--- src/rtl/fx3_tx_bridge.sv ---
// fx3_tx_bridge: acknowledges upstream words with a one-cycle ack, buffers them in a
// small FIFO and streams each word to the FX3 port as a low beat followed by a high beat.
module fx3_tx_bridge #(
    parameter int DATA_W = 23,
    parameter int DEPTH  = 8,
    parameter int LVL_W  = 4
) (
    input  logic              clk,
    input  logic              arst,
    input  logic              intr,
    input  logic [DATA_W-1:0] data_in,
    output logic              ack,
    input  logic              flush,
    input  logic              fx3_ready,
    output logic              fx3_wr,
    output logic [15:0]       fx3_data,
    output logic [LVL_W-1:0]  fifo_level,
    output logic [15:0]       tx_count
);
    localparam int PTR_W = $clog2(DEPTH);

    typedef enum logic [1:0] {
        ST_IDLE = 2'd0,
        ST_LOW  = 2'd1,
        ST_HIGH = 2'd2
    } state_t;

    // Upper word bits, right-aligned, with bit 15 marking the high beat.
    function automatic logic [15:0] high_beat(input logic [DATA_W-1:0] word);
        logic [15:0] res;
        res = 16'h8000 | 16'(word >> 16);
        return res;
    endfunction

    state_t             state_q, state_d;
    logic [DATA_W-1:0]  word_q, word_d;
    logic               fx3_wr_q, fx3_wr_d;
    logic [15:0]        fx3_data_q, fx3_data_d;
    logic [15:0]        tx_count_q, tx_count_d;
    logic               ack_q, ack_d;
    logic [LVL_W-1:0]   level_q, level_d;
    logic [PTR_W-1:0]   wr_ptr_q, wr_ptr_d;
    logic [PTR_W-1:0]   rd_ptr_q, rd_ptr_d;
    logic [DATA_W-1:0]  mem_q [DEPTH];
    logic [DATA_W-1:0]  mem_d [DEPTH];

    logic               full_s;
    logic               empty_s;
    logic               push_s;
    logic               pop_s;
    logic               beat_done_s;
    logic [DATA_W-1:0]  head_s;

    // Status decode from the pre-edge occupancy.
    always_comb begin
        full_s      = (level_q == LVL_W'(DEPTH));
        empty_s     = (level_q == {LVL_W{1'b0}});
        push_s      = intr & ~ack_q & ~full_s & ~flush;
        beat_done_s = fx3_wr_q & fx3_ready;
        head_s      = mem_q[rd_ptr_q];
    end

    // FIFO storage, pointers, occupancy and the upstream acknowledge.
    always_comb begin
        mem_d    = mem_q;
        wr_ptr_d = wr_ptr_q;
        rd_ptr_d = rd_ptr_q;
        level_d  = level_q;
        ack_d    = push_s;
        if (flush) begin
            wr_ptr_d = {PTR_W{1'b0}};
            rd_ptr_d = {PTR_W{1'b0}};
            level_d  = {LVL_W{1'b0}};
        end else begin
            if (push_s) begin
                mem_d[wr_ptr_q] = data_in;
                wr_ptr_d        = wr_ptr_q + PTR_W'(1'b1);
            end else begin
                wr_ptr_d = wr_ptr_q;
            end
            if (pop_s) begin
                rd_ptr_d = rd_ptr_q + PTR_W'(1'b1);
            end else begin
                rd_ptr_d = rd_ptr_q;
            end
            level_d = level_q + LVL_W'(push_s) - LVL_W'(pop_s);
        end
    end

    // Output beat sequencer: pop a word, send low half, then high half.
    always_comb begin
        state_d    = state_q;
        word_d     = word_q;
        fx3_wr_d   = fx3_wr_q;
        fx3_data_d = fx3_data_q;
        tx_count_d = tx_count_q;
        pop_s      = 1'b0;
        if (flush) begin
            state_d    = ST_IDLE;
            fx3_wr_d   = 1'b0;
            fx3_data_d = 16'h0000;
        end else begin
            case (state_q)
                ST_IDLE: begin
                    if (!empty_s) begin
                        pop_s      = 1'b1;
                        word_d     = head_s;
                        fx3_wr_d   = 1'b1;
                        fx3_data_d = head_s[15:0];
                        state_d    = ST_LOW;
                    end else begin
                        fx3_wr_d = 1'b0;
                        state_d  = ST_IDLE;
                    end
                end
                ST_LOW: begin
                    if (beat_done_s) begin
                        fx3_data_d = high_beat(word_q);
                        state_d    = ST_HIGH;
                    end else begin
                        fx3_data_d = word_q[15:0];
                        state_d    = ST_LOW;
                    end
                end
                ST_HIGH: begin
                    if (beat_done_s) begin
                        tx_count_d = tx_count_q + 16'd1;
                        if (!empty_s) begin
                            pop_s      = 1'b1;
                            word_d     = head_s;
                            fx3_wr_d   = 1'b1;
                            fx3_data_d = head_s[15:0];
                            state_d    = ST_LOW;
                        end else begin
                            fx3_wr_d = 1'b0;
                            state_d  = ST_IDLE;
                        end
                    end else begin
                        state_d = ST_HIGH;
                    end
                end
                default: begin
                    fx3_wr_d = 1'b0;
                    state_d  = ST_IDLE;
                end
            endcase
        end
    end

    // State registers.
    always_ff @(posedge clk or negedge arst) begin
        if (!arst) begin
            state_q    <= ST_IDLE;
            word_q     <= {DATA_W{1'b0}};
            fx3_wr_q   <= 1'b0;
            fx3_data_q <= 16'h0000;
            tx_count_q <= 16'h0000;
            ack_q      <= 1'b0;
            level_q    <= {LVL_W{1'b0}};
            wr_ptr_q   <= {PTR_W{1'b0}};
            rd_ptr_q   <= {PTR_W{1'b0}};
            mem_q      <= '{default: {DATA_W{1'b0}}};
        end else begin
            state_q    <= state_d;
            word_q     <= word_d;
            fx3_wr_q   <= fx3_wr_d;
            fx3_data_q <= fx3_data_d;
            tx_count_q <= tx_count_d;
            ack_q      <= ack_d;
            level_q    <= level_d;
            wr_ptr_q   <= wr_ptr_d;
            rd_ptr_q   <= rd_ptr_d;
            mem_q      <= mem_d;
        end
    end

    assign ack        = ack_q;
    assign fx3_wr     = fx3_wr_q;
    assign fx3_data   = fx3_data_q;
    assign fifo_level = level_q;
    assign tx_count   = tx_count_q;

endmodule
--- config.mk ---
export PLATFORM = sky130hd
export DESIGN_NAME = fx3_tx_bridge
export DESIGN_NICKNAME = d
export VERILOG_FILES = /design/src/rtl/fx3_tx_bridge.sv
export SDC_FILE = /design/constraint.sdc
export NUM_CORES = 1
export LEC_CHECK = 0
export CAP_MARGIN = 25
export CORE_MARGIN = 3
export CORE_UTILIZATION = 60
export CTS_CLUSTER_SIZE = 12
export DETAILED_ROUTE_END_ITERATION = 6
export PLACE_DENSITY = 0.8
export SETUP_SLACK_MARGIN = 0.02
export SLEW_MARGIN = 20
export SYNTH_ARGS = -nofsm -noshare
export SYNTH_HDL_FRONTEND = slang
export SYNTH_SLANG_ARGS = --single-unit
export TNS_END_PERCENT = 100
--- constraint.sdc ---
create_clock -name clk -period 4 [get_ports clk]
set_input_delay 0.8 -clock clk [delete_from_list [all_inputs] [get_ports clk]]
set_output_delay 0.8 -clock clk [all_outputs]
set_load 0.02 [all_outputs]
Word level (Yosys, flattened, before mapping)
Index checks and enable logic that the tools add are counted.
{"block": "totals", "elab_cells": 83, "inputBits": 28, "output_inout_bits": 38, "register_bits": 253}
{"block": "op_classes", "n_mux": 31, "n_eq_ne": 6, "bitwise": 9, "addsub": 5, "order_cmp": 3, "n_reduce_logical": 12}
{"cell": "$bwmux W184", "n": 1}
{"cell": "$mux W23", "n": 5}
{"cell": "$bmux W23 S3", "n": 1}
{"cell": "$demux W23 S3", "n": 1}
{"cell": "$mux W16", "n": 4}
{"cell": "$pmux W16 S3", "n": 1}
{"cell": "$pmux W23 S2", "n": 1}
{"cell": "$add A16 B1 Y16 const B", "n": 1}
{"cell": "$mux W3", "n": 4}
{"cell": "$ge A4 B4 Y1 const B", "n": 2}
{"cell": "$not A3 Y4", "n": 2}
{"cell": "$add A3 B1 Y3 const B", "n": 2}
{"cell": "$mux W1", "n": 6}
{"cell": "$mux W2", "n": 3}
{"cell": "$pmux W2 S3", "n": 1}
{"cell": "$reduce_and A2 Y1", "n": 3}
{"cell": "$reduce_and A3 Y1", "n": 2}
{"cell": "$reduce_bool A2 Y1", "n": 3}
{"cell": "$add A4 B1 Y4", "n": 1}
{"cell": "$and A1 B1 Y1", "n": 4}
{"cell": "$eq A4 B4 Y1 const B", "n": 1}
{"cell": "$logic_not A4 Y1", "n": 1}
{"cell": "$lt A4 B1 Y1 const B", "n": 1}
{"cell": "$mux W4", "n": 1}
{"cell": "other kinds (11)", "n": 14}

Depth between registers and ports, before layout
Gate-level depths: netlist of run 1.
{"block": "logic_depth", "word_depth": 8, "depth_mapped": 14, "depth_no_buf": 12}

Worst setup path after synthesis of run 1
OpenSTA, ideal clock, no wires.
{"block": "synth_timing", "path_kind": "input-to-reg", "start": "input port fx3_ready", "end": "register level_q[2], in the netlist fifo_level[2]", "slack_ps": 1130, "path_buffers": 2, "setup_time_ps": 132, "path_stages": 11, "required_ps": 3868, "arrival_ps": 2738, "cell_sequence": "a21boi_1 > or4_1 > buf_2 > clkbuf_1 > inv_1 > ha_1 > inv_1 > ha_1 > fa_1 > xnor2_1 > nor2_1"}
{"block": "synth_between", "elab_chain_len": 6}
{"element": "start: declaration", "line_no": "14", "text": "input logic fx3_ready,"}
{"element": "$and A1 B1 Y1", "line_no": "59", "text": "beat_done_s = fx3_wr_q & fx3_ready;"}
{"element": "$mux W1", "line_no": "126", "text": "if (beat_done_s) begin"}
{"element": "$pmux W1 S2", "line_no": "103", "text": "case (state_q)"}
{"element": "$mux W1", "line_no": "98", "text": "if (flush) begin"}
{"element": "$sub A4 B1 Y4", "line_no": "86", "text": "level_d = level_q + LVL_W'(push_s) - LVL_W'(pop_s);"}
{"element": "$mux W4", "line_no": "70", "text": "if (flush) begin"}
{"element": "net level_d[2]", "line_no": "41", "text": "logic [LVL_W-1:0] level_q, level_d;"}
{"element": "end signal: assignment", "line_no": "159", "text": "level_q <= {LVL_W{1'b0}};"}
{"element": "end signal: assignment", "line_no": "170", "text": "level_q <= level_d;"}
{"element": "end: declaration", "line_no": "41"}
The timed path passes the listed nets, and every way through them passes these cells.
A chain may end at the register's enable or synchronous reset.

Worst setup path after layout of run 1
{"block": "layout_timing", "start": "input port fx3_ready", "end": "register level_q[3], in the netlist fifo_level[3]"}
Same word-level chain as after synthesis.

==> results.sh, run 1 <==
export IMPL_status="complete, no violations"
export IMPL_critPathLaunchType="primary input"
export IMPL_hold_viol=0
export IMPL_leakagePower_uw=0.00599
export IMPL_drc=0
export IMPL_start_util_pct=62.3
export IMPL_n_antenna_cell=0
export IMPL_wl_per_cell_um=22.3
export IMPL_criticalPathCategory="primary input to flop"
export IMPL_coreArea_sq_um=18400
export IMPL_worst_pin_slew_ns=0.964
export IMPL_cts_tree="done"
export IMPL_port_buffers=65
export IMPL_nFillCells=1133
export IMPL_ys_seq_area_share_pct=55.2
export IMPL_synthFlopType="dfrtp_1"
export IMPL_dr_first_iter_drc_count=397
export IMPL_grt_first_pass_wirelength_um=38600
export IMPL_cts_root_buf="clkbuf_16"
export IMPL_fin_crit_ns=2.83
export IMPL_fin_worst_skew_ns=0.0117
export IMPL_postSynthAreaPerCell_sq_um=15.3
export IMPL_synth_top_area_share_pct=55.2
export IMPL_gp_congestion=0.805
export IMPL_synth_top_family_by_area="multiplexers"
export IMPL_hold_class="primary input to asynchronous set/reset pin"
export IMPL_synth_async_sr_flop_share_pct=100
export IMPL_area_delta_synth_final_pct=15.1
export IMPL_p_total_uw=8430
export IMPL_io_pins=66
export IMPL_finalMaxSlewViolations=0
export IMPL_die_w_um=144
export IMPL_via_count=6575
export IMPL_synth_compound_area_share_pct=3.09
export IMPL_finalSetupViolCount=0
export IMPL_wl_um=23700
export IMPL_clkTransAtPathRegs_ns=0.07
export IMPL_rows=49
export IMPL_syn_area_sq_um=11500
export IMPL_antenna_left=0
export IMPL_yosys_warnings=0
export IMPL_die_area_sq_um=20800
export IMPL_setup_tns_ns=0
export IMPL_post_cts_setup_buffer_count=0
export IMPL_dpl_cell_area_sq_um=12400
export IMPL_crit_arrival_ns=3.23
export IMPL_grt_pass1_vias=7165
export IMPL_whs_ns=0.346
export IMPL_syn_nets=789
export IMPL_fp_dieH_um=144
export IMPL_rsz0062_at_grt="false"
export IMPL_fmax_mhz=354
export IMPL_synth_area_top_cells="dfrtp_1 55%, mux2_2 14%, mux4_2 9.0%"
export IMPL_htreeDepth=1
export IMPL_clock_latency_ns=0.52
export IMPL_synth_cells=751
export IMPL_yosysMostFrequentCell="dfrtp_1"
export IMPL_ir_drop_uv=334
export IMPL_yosys_top_cells_count="253 x dfrtp_1, 140 x mux2_2, 46 x mux4_2, 40 x mux2_4, 31 x mux2i_1"
export IMPL_cp_required_ns=4.40
export IMPL_synth_edf_count=0
export IMPL_synth_cell_types=50
export IMPL_synth_area_leader_cell="dfrtp_1"
export IMPL_cts_buffers=27
export IMPL_path_max_fanout=7
export IMPL_clk_path_buf_depth=3
export IMPL_max_stage_delay_ns=0.59
export IMPL_path_delay_family="buffers and inverters"
export IMPL_power_density_nw_per_um2=639
export IMPL_synth_xor_area_share_pct=1.60
export IMPL_drive_above_1_share_pct=36.2
export IMPL_grt_max_degree=118
export IMPL_dp_hpwl_um=14500
export IMPL_antenna_found_initial=0
export IMPL_clock_sinks=253
export IMPL_cp_cell_sequence="clkdlybuf4s50_1 -> a21boi_1 -> or4_1 -> inv_1 -> ha_1 -> inv_1 -> ha_1 -> a21o_1 -> a21oi_1 -> xnor2_1 -> nor2_1"
export IMPL_vias_per_cell=6.17
export IMPL_synthSimpleGateAreaFrac_pct=5.14
export IMPL_overflow=0
export IMPL_worstPathBufferInverterCount=3
export IMPL_synth_seq_cells=253
export IMPL_first_pass_iters=5
export IMPL_ctsHoldBuffers=0
export IMPL_synth_fa_ha_area_share_pct=1.16
export IMPL_slew_headroom_pct=35.3
export IMPL_max_cap_violations=0
export IMPL_fin_area_sq_um=13200
export IMPL_synth_mux_area_fraction_pct=31.2
export IMPL_fin_crit_sh_pct=70.7
export IMPL_num_nets_final=857
export IMPL_track_usage_pct=23.6
export IMPL_cts_resized=0
export IMPL_slowest_stage="clkdlybuf4s50_1"
export IMPL_end_kind="flop"
per-stage QoR:
step	setup slack, ns	util [%]	std cells
finish	1.17	71.7	1065
global route	1.06	71.7	1065
CTS	1.22	71.7	1065
detailed placement	0.687	67.2	1019
global placement	0.776	67.2	1019
floorplan	1.13	-	751
worst paths after layout:
path	from	endpoint	slack (ns)	cells after the start
hold / removal	arst	tx_count[10]$_DFFE_PN0P_	0.35	1
setup reg to reg	fifo_level[2]$_DFF_PN0_	fifo_level[2]$_DFF_PN0_	1.37	11
setup / recovery	fx3_ready	fifo_level[3]$_DFF_PN0_	1.17	11
min in group clk	tx_count[15]$_DFFE_PN0P_	tx_count[15]$_DFFE_PN0P_	0.47	1
max in group asynchronous	arst	mem_q[34]$_DFFE_PN0P_	2.72	2
hold reg to reg	tx_count[15]$_DFFE_PN0P_	tx_count[15]$_DFFE_PN0P_	0.47	1
state kept, by name, summed over array words and instances (netlist names):
name	flops
mem_q	184
wr_ptr_q	3
ack	1
fx3_data	16
state_q	2
tx_count	16
fifo_level	4
fx3_wr	1
word_q	23
rd_ptr_q	3
logic make-up (layout without fill, tap and decap cells):
group,after synthesis,count (layout)
buffers and inverters,56,141
xor gates and xnor gates,21,21
adders and majority gates,10,10
AOI/OAI and AO/OA,50,50
DFF,253,253
muxes,262,262
and+or+nand+nor,99,99
worst register-to-register path, stage by stage (launching register included):
cell and delay (ns):
dfrtp_1 0.38, inv_1 0.11, ha_1 0.19, nor3b_1 0.41, or4_1 0.20, inv_1 0.05
ha_1 0.27, inv_1 0.04, ha_1 0.20, fa_1 0.39, xnor2_1 0.20, nor2_1 0.06
power breakdown:
group	internal [uW]	switching (uW)
logic	1320	1100
registers	3200	455
clock network	1400	959
layout make-up:
type / count / area [sq um] / area share (%)
flip-flops and latches: 253 / 6330 / 48.0
multi-input cells: 442 / 4860 / 36.8
repair buffers: 83 / 828 / 6.28
clock buffers: 42 / 822 / 6.23
well taps: 229 / 287 / 2.17
inverters: 12 / 47.5 / 0.360
clock inverters: 4 / 20.0 / 0.152
routing by layer:
| metal | track usage, % | share of wire [%] | up-vias |
|---|---|---|---|
| met1 | 34.3 | 45 | 3470 |
| met2 | 38.3 | 48 | 152 |
| li1 | - | - | 2903 |
| met5 | 0 | 0 | - |
| met4 | 6.28 | 2.0 | 0 |
| met3 | 3.34 | 4.7 | 50 |
placed cells by master, fill, tap and decap left out, types with 3 or more instances in the layout:
cell             Yosys  final
dfrtp_1            253    251
mux2_2             140    140
clkdlybuf4s50_1      0     64
mux4_2              46     46
mux2_4              40     40
mux2i_1             31     31
nand2_1             27     27
clkbuf_16            0     27
nor2_1              25     24
xnor2_1             17     17
buf_4                5     15
o21ai_0             14     14
inv_1               11     11
a21o_1              10     10
ha_1                 9      9
clkbuf_8             0      9
a221o_1              8      8
nand3_1              7      7
or3b_2               7      7
o221ai_1             7      7
a21oi_1              6      6
clkbuf_1            10      6
nor3_1               5      5
mux2_1               5      5
nor2b_1              4      4
nand4_1              4      4
xor2_1               4      4
clkinv_2             0      4
nor4b_4              3      3
buf_12               0      3
No activity file was read; power rests on OpenSTA's default activity.
==> inputs of run 2 (changes only) <==
Clock period 4 ns to 2.8 ns, I/O delays scaled along.
==> run 2 against run 1 <==
Die area is the same. Core utilization grew 1.1 points. Worst setup slack lost 0.86 ns. First-iteration DRC count grew 14%. Highest routed layer unchanged.
==> results.sh, run 2 (synthesis gave the netlist of run 1 again) <==
export IMPL_htreeDepth=1
export IMPL_criticalPathCategory="flop to flop"
export IMPL_crit_arrival_ns=2.88
export IMPL_cts_tree="done"
export IMPL_max_stage_delay_ns=0.44
export IMPL_critPathLaunchType="flop"
export IMPL_fin_area_sq_um=13400
export IMPL_worst_pin_slew_ns=0.681
export IMPL_track_usage_pct=24.0
export IMPL_io_pins=66
export IMPL_num_nets_final=873
export IMPL_rsz0062_at_grt="false"
export IMPL_gp_congestion=0.864
export IMPL_status="complete, no violations"
export IMPL_fin_cells=1081
export IMPL_via_count=6604
export IMPL_nFillCells=1130
export IMPL_setup_tns_ns=0
export IMPL_drive_above_1_share_pct=37.0
export IMPL_fin_worst_skew_ns=0.00746
export IMPL_slowest_stage="or4_1"
export IMPL_antenna_left=0
export IMPL_finalMaxSlewViolations=0
export IMPL_start_util_pct=62.3
export IMPL_grt_max_degree=88
export IMPL_overflow=0
export IMPL_hold_class="primary input to asynchronous set/reset pin"
export IMPL_clock_latency_ns=0.52
export IMPL_n_antenna_cell=0
export IMPL_path_delay_family="simple AND/OR/NAND/NOR gates"
export IMPL_ir_drop_uv=559
export IMPL_final_common_cell="dfrtp_1"
export IMPL_dpl_cell_area_sq_um=12600
export IMPL_die_area_sq_um=20800
export IMPL_finalSetupViolCount=0
export IMPL_coreArea_sq_um=18400
export IMPL_top_register="mem_q"
export IMPL_largest_reg_flops=184
export IMPL_clk_path_buf_depth=3
export IMPL_post_cts_setup_buffer_count=0
export IMPL_hold_viol=0
export IMPL_path_max_fanout=3
export IMPL_grt_first_pass_wirelength_um=39000
export IMPL_drc=0
export IMPL_routed_top_layer="met4"
export IMPL_cp_required_ns=3.19
export IMPL_rows=49
export IMPL_port_buffers=65
export IMPL_wl_met1_um=10600
export IMPL_dp_hpwl_um=15000
export IMPL_vias_per_cell=6.11
export IMPL_final_cell_mix="251 x dfrtp_1, 140 x mux2_2, 64 x clkdlybuf4s50_1"
export IMPL_max_cap_violations=0
export IMPL_placed_cells_incl_taps=1035
export IMPL_antenna_found_initial=0
export IMPL_fmax_mhz=403
export IMPL_cts_buffers=27
export IMPL_leakagePower_uw=0.00607
export IMPL_wl_per_cell_um=22.1
export IMPL_fin_crit_ns=2.48
export IMPL_clkTransAtPathRegs_ns=0.06
export IMPL_die_w_um=144
export IMPL_top_regs="mem_q x184, word_q x23"
export IMPL_worstPathBufferInverterCount=3
export IMPL_cts_resized=0
export IMPL_fp_dieH_um=144
export IMPL_wl_um=23900
export IMPL_power_density_nw_per_um2=899
export IMPL_clock_sinks=253
export IMPL_end_kind="flop"
export IMPL_wl_met2_um=11800
export IMPL_grt_pass1_vias=7154
export IMPL_fin_crit_sh_pct=88.7
export IMPL_slew_headroom_pct=54.6
export IMPL_cts_root_buf="clkbuf_16"
export IMPL_first_pass_iters=5
export IMPL_final_core_util_pct=72.8
export IMPL_area_delta_synth_final_pct=16.8
export IMPL_met3WireLength_um=1080
export IMPL_dr_first_iter_drc_count=451
export IMPL_p_total_uw=12000
export IMPL_ctsHoldBuffers=0
export IMPL_cp_cell_sequence="inv_1 -> ha_1 -> nor3b_1 -> or4_1 -> inv_1 -> ha_1 -> inv_1 -> ha_1 -> a21o_1 -> a21oi_1 -> xnor2_1 -> nor2_1"
## run 2: path summary, 6_finish.rpt
check	slack [ns]	end	start	cells past startpoint
min	0.04	tx_count[9]$_DFFE_PN0P_	arst	1
min in group clk	0.48	word_q[8]$_DFFE_PN0P_	word_q[8]$_DFFE_PN0P_	1
max	0.32	fifo_level[3]$_DFF_PN0_	fifo_level[2]$_DFF_PN0_	12
max reg2reg	0.32	fifo_level[3]$_DFF_PN0_	fifo_level[2]$_DFF_PN0_	12
max in group asynchronous	1.97	mem_q[149]$_DFFE_PN0P_	arst	2
min reg2reg	0.48	word_q[8]$_DFFE_PN0P_	word_q[8]$_DFFE_PN0P_	1
## run 2: per-stage QoR
stage,hold WS (ns),setup WS (ns)
final,0.0449,0.316
after global routing,0.0869,0.150
after CTS,0.0763,0.335
after detailed placement,0.471,-0.0664
after global placement,0.459,0.0185
after floorplan,0.264,0.0668
## run 2: layout make-up
cell class	instances	area (sq um)	share of cell area, %
flip-flops and latches	253	6330	47.3
inverters	12	47.5	0.355
multi-input cells	442	4860	36.3
clock buffers	42	782	5.84
clock inverters	4	23.8	0.178
repair buffers	99	1060	7.92
well taps	229	287	2.14
## run 2: per-layer routing
| layer | track usage, % | up-vias |
|---|---|---|
| met3 | 3.70 | 32 |
| met5 | 0 | - |
| met4 | 5.65 | 0 |
| met2 | 39.8 | 147 |
| met1 | 34.0 | 3489 |
| li1 | - | 2936 |
## run 2: report_power, final
group | internal, uW | leakage [uW] | total (uW) | switching [uW]
clock network | 1900 | 0.000396 | 3230 | 1330
registers | 4570 | 0.00337 | 5140 | 566
logic | 1980 | 0.00230 | 3670 | 1690
total | 8460 | 0.00607 | 12000 | 3590
==> inputs of run 3 (changes only) <==
Settings changed: CORE_ASPECT_RATIO set to 2.
==> run 3 against run 2 <==
Via count grew 2.8%. Critical path depth shrank 2. Final area shrank 0.65%. Worst hold slack gained 0.43 ns. Core utilization shrank 1.2 points. Register-to-register slack is essentially flat. Non-clock buffer count grew 9. Combinational power shrank 2%. First-iteration DRC count shrank 23%. Count of clock-buffer cells in the layout shrank 14. Clock skew grew 0.0053 ns.
==> results.sh, run 3 (synthesis gave the netlist of run 1 again) <==
export IMPL_grt_max_degree=70
export IMPL_slowest_stage="or4_1"
export IMPL_wl_um=25200
export IMPL_leakagePower_uw=0.00604
export IMPL_rows=70
export IMPL_status="complete, no violations"
export IMPL_internal_power_uw=8160
export IMPL_die_w_um=104
export IMPL_overflow=0
export IMPL_via_count=6792
export IMPL_clock_latency_ns=0.52
export IMPL_crit_start="fifo_level[2]$_DFF_PN0_"
export IMPL_cts_buffers=25
export IMPL_finalSetupViolCount=0
export IMPL_dp_hpwl_um=16900
export IMPL_final_common_cell="dfrtp_1"
export IMPL_hold_viol=0
export IMPL_drive_above_1_share_pct=37.4
export IMPL_rsz0062_at_grt="false"
export IMPL_fin_crit_sh_pct=89.2
export IMPL_antenna_left=0
export IMPL_finalMaxSlewViolations=0
export IMPL_swShare_pct=30.5
export IMPL_drc=0
export IMPL_nFillCells=1228
export IMPL_crit_end="fifo_level[1]$_DFF_PN0_"
export IMPL_seq_area_sq_um=6330
export IMPL_power_net_switching_uw=3580
export IMPL_fin_crit_ns=2.50
export IMPL_area_delta_synth_final_pct=16.0
export IMPL_worst_pin_slew_ns=0.778
export IMPL_first_pass_iters=4
export IMPL_fin_worst_skew_ns=0.0127
export IMPL_setup_tns_ns=0
export IMPL_clock_power_share_pct=24.9
export IMPL_gp_congestion=0.812
export IMPL_cp_required_ns=3.20
export IMPL_regToRegSetupSlack_ns=0.30
export IMPL_max_stage_delay_ns=0.47
export IMPL_crit_arrival_ns=2.90
export IMPL_criticalPathCategory="flop to flop"
export IMPL_cts_root_buf="clkbuf_16"
export IMPL_power_frac_seq_pct=44.4
export IMPL_wl_per_cell_um=23.0
export IMPL_top_regs="mem_q x184, word_q x23"
export IMPL_multi_input_comb_area_sq_um=4860
export IMPL_r2r_end="fifo_level[1]$_DFF_PN0_"
export IMPL_fp_dieH_um=202
export IMPL_cts_tree="done"
export IMPL_clkTransAtPathRegs_ns=0.06
export IMPL_dr_first_iter_drc_count=346
export IMPL_final_core_util_pct=71.7
export IMPL_hold_class="flop to flop"
export IMPL_cp_cell_sequence="inv_1 -> ha_1 -> nor3b_2 -> or4_1 -> inv_1 -> ha_1 -> inv_1 -> ha_1 -> fa_1 -> nor2b_1"
export IMPL_io_pins=66
export IMPL_max_cap_violations=0
export IMPL_r2r_start="fifo_level[2]$_DFF_PN0_"
export IMPL_dpl_cell_area_sq_um=12600
export IMPL_clock_sinks=253
export IMPL_grt_first_pass_wirelength_um=40800
export IMPL_start_util_pct=61.8
export IMPL_track_usage_pct=24.6
export IMPL_num_nets_final=880
export IMPL_antenna_found_initial=0
export IMPL_top_register="mem_q"
export IMPL_fin_area_sq_um=13300
export IMPL_p_total_uw=11700
export IMPL_reg2reg_depth=10
export IMPL_vias_per_cell=6.19
export IMPL_coreArea_sq_um=18600
export IMPL_largest_reg_flops=184
export IMPL_critPathLaunchType="flop"
export IMPL_final_cell_mix="251 x dfrtp_1, 140 x mux2_2, 64 x clkdlybuf4s50_1"
export IMPL_grt_pass1_vias=7568
export IMPL_end_kind="flop"
export IMPL_clk_path_buf_depth=3
export IMPL_die_area_sq_um=20900
export IMPL_n_antenna_cell=0
export IMPL_slew_headroom_pct=48.1
export IMPL_comb_power_share_pct=30.7
export IMPL_power_density_nw_per_um2=883
export IMPL_port_buffers=65
export IMPL_ir_drop_uv=664
export IMPL_path_max_fanout=4
export IMPL_whs_ns=0.480
export IMPL_htreeDepth=1
export IMPL_fmax_mhz=400
run 3: critical path, delay by kind of cell (launching register included):
kind	cells	cell delay (ns)
adders and majority gates	4	1.02
buffers and inverters	3	0.22
DFF	1	0.34
and+or+nand+nor	3	0.80
run 3: worst min-delay path by stage:
stage                                  start                  endpoint  slack, ns  cells past startpoint
global placement      word_q[13]$_DFFE_PN0P_    word_q[13]$_DFFE_PN0P_       0.46                      1
CTS                    word_q[8]$_DFFE_PN0P_     word_q[8]$_DFFE_PN0P_       0.48                      1
finish                word_q[11]$_DFFE_PN0P_    word_q[11]$_DFFE_PN0P_       0.48                      1
floorplan                               arst             ack$_DFF_PN0_       0.26                      0
detailed placement     word_q[8]$_DFFE_PN0P_     word_q[8]$_DFFE_PN0P_       0.47                      1
global route        tx_count[15]$_DFFE_PN0P_  tx_count[15]$_DFFE_PN0P_       0.50                      1
run 3: stage by stage:
step,instances,setup WS (ns)
after global routing,1097,0.160
after global placement,1066,-0.0506
after CTS,1097,0.164
final,1097,0.303
after floorplan,751,0.0668
after detailed placement,1066,-0.0906
run 3: layout make-up:
| type | instances | share of cell area [%] |
|---|---|---|
| clock inverters | 2 | 0.132 |
| repair buffers | 108 | 8.13 |
| well taps | 252 | 2.37 |
| flip-flops and latches | 253 | 47.6 |
| inverters | 12 | 0.357 |
| multi-input cells | 442 | 36.5 |
| clock buffers | 28 | 4.86 |
run 3: power groups by stage:
| stage | sequential, uW | clock (uW) | combinational [uW] |
|---|---|---|---|
| floorplan | 5110 | 0 | 2490 |
| global placement | 5160 | 0 | 3450 |
| detailed placement | 5270 | 0 | 3620 |
| CTS | 5210 | 2970 | 3650 |
| global route | 5320 | 3100 | 3910 |
| finish | 5220 | 2920 | 3610 |
run 3: timing repair:
item	in CTS	in global routing
endpoints found under the setup margin	0	3
setup buffers	0	0
hold buffers	1	0
resized for setup	0	1
hold endpoints to repair	1	0
run 3: per-layer routing:
metal,share of wire [%],vias to the layer above,GRT usage (%),wire [um]
li1,-,2925,-,-
met5,0,-,0,0
met4,3.2,0,10.5,808
met3,4.2,68,2.99,1050
met1,38,3612,29.2,9480
met2,55,187,44.8,13900
